==> config.mk <==
export PLATFORM = sky130hd
export DESIGN_NAME = nibble_serial_adder
export DESIGN_NICKNAME = d
export VERILOG_FILES = /design/src/rtl/nibble_serial_pkg.sv /design/src/rtl/ripple_4.sv /design/src/rtl/nibble_serial_adder.sv
export SDC_FILE = /design/constraint.sdc
export NUM_CORES = 1
export LEC_CHECK = 0
export CAP_MARGIN = 5
export CORE_MARGIN = 3
export CORE_UTILIZATION = 50
export CTS_BUF_LIST = sky130_fd_sc_hd__clkbuf_8
export DETAILED_ROUTE_END_ITERATION = 16
export GPL_TIMING_DRIVEN = 0
export HOLD_SLACK_MARGIN = 0.05
export PLACE_DENSITY = 0.9
export SYNTH_ARGS = -nofsm -noshare
export SYNTH_HDL_FRONTEND = slang
export SYNTH_SLANG_ARGS = --single-unit
==> constraint.sdc <==
create_clock -name Clk -period 5 [get_ports Clk]
set_input_delay 1.5 -clock Clk [delete_from_list [all_inputs] [get_ports Clk]]
set_output_delay 1.5 -clock Clk [all_outputs]
set_load 0.01 [all_outputs]
==> src/rtl/nibble_serial_pkg.sv <==
// Shared types and constants for the nibble-serial adder/subtractor.
package nibble_serial_pkg;

  localparam int NIBBLE_W = 4;

  typedef enum logic [1:0] {
    ST_IDLE = 2'd0,
    ST_RUN  = 2'd1,
    ST_DONE = 2'd2
  } state_e;

  // Carry entering the top bit of a nibble, recovered from that bit's sum.
  function automatic logic msb_carry_in(input logic a_bit, input logic b_bit, input logic s_bit);
    return a_bit ^ b_bit ^ s_bit;
  endfunction

endpackage

==> src/rtl/ripple_4.sv <==
// 4-bit ripple-carry adder used as the per-cycle datapath stage.
module ripple_4
  import nibble_serial_pkg::*;
(
  input  logic [NIBBLE_W-1:0] A,
  input  logic [NIBBLE_W-1:0] B,
  input  logic                c_in,
  output logic [NIBBLE_W-1:0] S,
  output logic                c_out
);

  logic [NIBBLE_W:0] carry_s;

  assign carry_s[0] = c_in;

  for (genvar i = 0; i < NIBBLE_W; i++) begin : g_fa
    assign S[i]         = A[i] ^ B[i] ^ carry_s[i];
    assign carry_s[i+1] = (A[i] & B[i]) | (carry_s[i] & (A[i] ^ B[i]));
  end

  assign c_out = carry_s[NIBBLE_W];

endmodule

==> src/rtl/nibble_serial_adder.sv <==
// WIDTH-bit adder/subtractor that reuses one 4-bit stage, one nibble per clock, LSB first.
// Define NIBBLE_SERIAL_ADDER_OVF_EN to add the signed-overflow output ovf.
module nibble_serial_adder #(
  parameter int WIDTH = 16
) (
  input  logic             Clk,
  input  logic             Reset_n,
  input  logic             in_valid,
  output logic             in_ready,
  input  logic [WIDTH-1:0] A,
  input  logic [WIDTH-1:0] B,
  input  logic             c_in,
  input  logic             sub,
  output logic             out_valid,
  input  logic             out_ready,
  output logic [WIDTH-1:0] S,
  output logic             c_out
`ifdef NIBBLE_SERIAL_ADDER_OVF_EN
  ,
  output logic             ovf
`endif
);

  import nibble_serial_pkg::*;

  localparam int NIBBLES = WIDTH / NIBBLE_W;
  localparam int CNT_W   = (NIBBLES > 1) ? $clog2(NIBBLES) : 1;

  if ((WIDTH % NIBBLE_W) != 0 || WIDTH < 8) begin : g_bad_width
    $error("nibble_serial_adder: WIDTH must be a multiple of 4 and at least 8");
  end

  state_e                state_r, state_next_s;
  logic [CNT_W-1:0]      cnt_r;
  logic [WIDTH-1:0]      a_r, b_r, s_r;
  logic                  carry_r, c_out_r;
  logic                  in_ready_r, out_valid_r;
  logic                  accept_s, last_s;
  logic [NIBBLE_W-1:0]   stage_sum_s;
  logic                  stage_co_s;

  assign accept_s = in_valid & in_ready_r;
  assign last_s   = (cnt_r == CNT_W'(NIBBLES - 1));

  ripple_4 u_stage (
    .A     (a_r[NIBBLE_W-1:0]),
    .B     (b_r[NIBBLE_W-1:0]),
    .c_in  (carry_r),
    .S     (stage_sum_s),
    .c_out (stage_co_s)
  );

  // Next-state decode for the IDLE/RUN/DONE sequencer.
  always_comb begin
    state_next_s = state_r;
    case (state_r)
      ST_IDLE: begin
        if (accept_s) state_next_s = ST_RUN;
        else          state_next_s = ST_IDLE;
      end
      ST_RUN: begin
        if (last_s) state_next_s = ST_DONE;
        else        state_next_s = ST_RUN;
      end
      ST_DONE: begin
        if (out_ready) state_next_s = ST_IDLE;
        else           state_next_s = ST_DONE;
      end
      default: state_next_s = ST_IDLE;
    endcase
  end

  // State register; handshake outputs are decoded from the next state so they leave flops.
  always_ff @(posedge Clk) begin
    if (!Reset_n) begin
      state_r     <= ST_IDLE;
      in_ready_r  <= 1'b0;
      out_valid_r <= 1'b0;
    end else begin
      state_r     <= state_next_s;
      in_ready_r  <= (state_next_s == ST_IDLE);
      out_valid_r <= (state_next_s == ST_DONE);
    end
  end

  // Operand capture, nibble shifting, carry chaining and result capture.
  always_ff @(posedge Clk) begin
    if (!Reset_n) begin
      a_r     <= {WIDTH{1'b0}};
      b_r     <= {WIDTH{1'b0}};
      s_r     <= {WIDTH{1'b0}};
      carry_r <= 1'b0;
      c_out_r <= 1'b0;
      cnt_r   <= {CNT_W{1'b0}};
    end else if (accept_s) begin
      a_r     <= A;
      b_r     <= B ^ {WIDTH{sub}};
      carry_r <= sub ? 1'b1 : c_in;
      cnt_r   <= {CNT_W{1'b0}};
    end else if (state_r == ST_RUN) begin
      // Sum nibbles enter from the top so the LSB nibble ends up at the bottom.
      s_r     <= {stage_sum_s, s_r[WIDTH-1:NIBBLE_W]};
      a_r     <= {{NIBBLE_W{1'b0}}, a_r[WIDTH-1:NIBBLE_W]};
      b_r     <= {{NIBBLE_W{1'b0}}, b_r[WIDTH-1:NIBBLE_W]};
      carry_r <= stage_co_s;
      cnt_r   <= cnt_r + CNT_W'(1'b1);
      if (last_s) c_out_r <= stage_co_s;
    end
  end

`ifdef NIBBLE_SERIAL_ADDER_OVF_EN
  logic ovf_r;

  // Signed overflow: carry into the MSB differs from carry out of it on the final nibble.
  always_ff @(posedge Clk) begin
    if (!Reset_n) begin
      ovf_r <= 1'b0;
    end else if ((state_r == ST_RUN) && last_s && !accept_s) begin
      ovf_r <= msb_carry_in(a_r[NIBBLE_W-1], b_r[NIBBLE_W-1], stage_sum_s[NIBBLE_W-1]) ^ stage_co_s;
    end
  end

  assign ovf = ovf_r;
`endif

  assign in_ready  = in_ready_r;
  assign out_valid = out_valid_r;
  assign S         = s_r;
  assign c_out     = c_out_r;

endmodule

==> impl_metrics.ini <==
[status]
status = finished clean

[global_routing]
grt_max_degree = 16
grt_overflow = 0
grt_pass1_vias = 2177
track_usage = 0.2130
antenna_found_initial = 0
grt_pass1_wl_mm = 10.19

[synthesis]
ys_ff_latch = 56
async_reset_ff_frac = 0
synth_top_area_frac = 0.4537
ys_types = 26
postSynthAreaPerCell_um2 = 8.129
synth_edf_count = 0
syn_area_um2 = 2471
ys_seq_area_frac = 0.4537
syn-num-nets = 347
synth_cells = 304
synth_area_leader_cell = dfxtp_1
synth_area_leaders = dfxtp_1, nand2_1, o21ai_0
synth_ff_type = dfxtp_1
yosys_warnings = 0

[floorplan]
start_util = 0.5414
rows = 24
die-area_um2 = 5822
core_um2 = 4564
ioPinCount = 57
fp.dieH_um = 76.30
die_w_um = 76.30

[timing]
fmax_mhz = 365.6
hold_violations = 0
tightest_slew_ns = 0.5592
post-route-period-util = 0.5470
finalSetupTns_ns = 0
slew_headroom = 0.6272
rsz0062_at_grt = no
min_period_ns = 2.735
slew_violations = 0
fin_skew_ns = 0.005327
setup_viol = 0

[hold_path]
worstHoldPathCells = 2
holdPathEnd = cnt_r[1]
min_from = cnt_r[1]
holdCritPathClass = reg -> reg

[cts]
cts_buffers = 5
clk_pin_slew_ns = 0.09
ctsResizeCount = 0
ctsHoldBuffers = 0
htree_levels = 2
cts_tree = yes
cts_setup_buffers = 0
cts_buffer_depth = 2
clock_latency_ns = 0.31
clock_sinks = 56
root_buffer = clkbuf_8

[final_layout]
final_area_um2 = 3199
fill_cells = 385
fin_util = 0.7009
final_common_cell = nand2_1
drive_gt1_frac = 0.06011
num_antenna_cells = 0
syn2layout_area_growth_pct = 29.47
final_nets = 409
layout_common_cells = nand2_1, dfxtp_1, clkdlybuf4s50_1
multi_input_area_um2 = 1175
regArea_um2 = 1121

[detailed_routing]
ant_nets = 0
wl_mm = 6.092
drc_errors = 0
vias = 2376
avgViaCountPerCell = 5.513
wl_per_cell_um = 14.13
drt_iter0_markers = 215
drt_first_pass_iters = 4

[critical_path]
cp_max_fo = 10
reg2reg_slack_ns = 2.83
crit_type = in -> reg
reg2reg_depth = 8
worst_r2r_startpoint = a_r[0]
endpoint_kind = register
required_ns = 5.24
arrival_ns = 2.98
timing.rr.end = S[15]
crit_path_start_kind = primary input

[place]
gp_congestion = 0.8225
dp_hpwl_mm = 4.408
placed_area_um2 = 3103
io_buffers = 55

[power_and_ir_drop]
p_leak_nw = 1.112
peakVddDrop_mv = 0.1509
totalPowerFinal_mw = 0.8986
powerDensity_nw_per_um2 = 280.9

[flow_run]
max-cap-violations = 0
layout make-up:
cell class / instances / share of cell area
plain buffers: 27 / 0.04537
clock buffers: 7 / 0.03011
inverters: 8 / 0.009386
multi-input cells: 213 / 0.3672
flip-flops and latches: 56 / 0.3504
well taps: 65 / 0.02542
repair buffers: 55 / 0.1721
worst max-delay path by stage:
stage | start | end | slack, ns | cells past startpoint
6_report | in_valid | S[7] | 2.26 | 5
5_1_grt | in_valid | S[8] | 2.08 | 5
4_1_cts | S[13] | S[13] | 2.26 | 1
3_5_place_dp | in_valid | b_r[11] | 1.96 | 5
3_3_place_gp | in_valid | b_r[8] | 2.00 | 5
2_1_floorplan | in_valid | a_r[0] | 2.72 | 4
stage by stage:
stage	std cells	setup WS [ns]	hold WS (ns)
2_1_floorplan	304	2.717	0.4377
3_3_place_gp	424	1.998	0.4471
3_5_place_dp	424	1.962	0.4613
4_1_cts	431	2.265	0.4738
5_1_grt	431	2.079	0.4885
6_report	431	2.265	0.4720
routing by layer:
metal  wire (um)  track usage
met1        2545       0.2691
met2        2931       0.3515
met3         519      0.06265
met4          95      0.06341
met5           0            0
cells by family after synthesis:
family | after synthesis | share of synthesized area
compound gates | 95 | 0.2101
simple gates | 95 | 0.1630
flops | 56 | 0.4537
buf+inv | 35 | 0.07089
xor+xnor | 17 | 0.06025
fa+ha+maj | 5 | 0.03747
mux | 1 | 0.004557
power by group:
part | internal [mW] | total (mW) | switching [mW]
Sequential | 0.470 | 0.485 | 0.0149
Combinational | 0.0694 | 0.149 | 0.0792
Clock | 0.124 | 0.265 | 0.142
worst max-delay path, stage by stage:
cell             delay (ns)
clkdlybuf4s50_1        0.48
and2_0                 0.34
clkbuf_1               0.34
o21ai_0                0.15
a21oi_1                0.17
flip-flops by register name, summed over array words and instances (netlist names):
signal and flops:
c_out 1, out_valid 1, in_ready 1, cnt_r 2
state_r 2, carry_r 1, a_r 16, S 16
b_r 16
cells in the mapped netlist, types with 4 or more instances:
master / count
nor2_1: 4
inv_1: 8
o21ai_0: 39
xor2_1: 16
dfxtp_1: 56
nand2_1: 61
a21oi_1: 27
buf_4: 8
a31oi_1: 25
clkbuf_1: 8
buf_2: 5
nand3_1: 22
buf_1: 5
fa_1: 4
(Power assumes the default switching activity.)
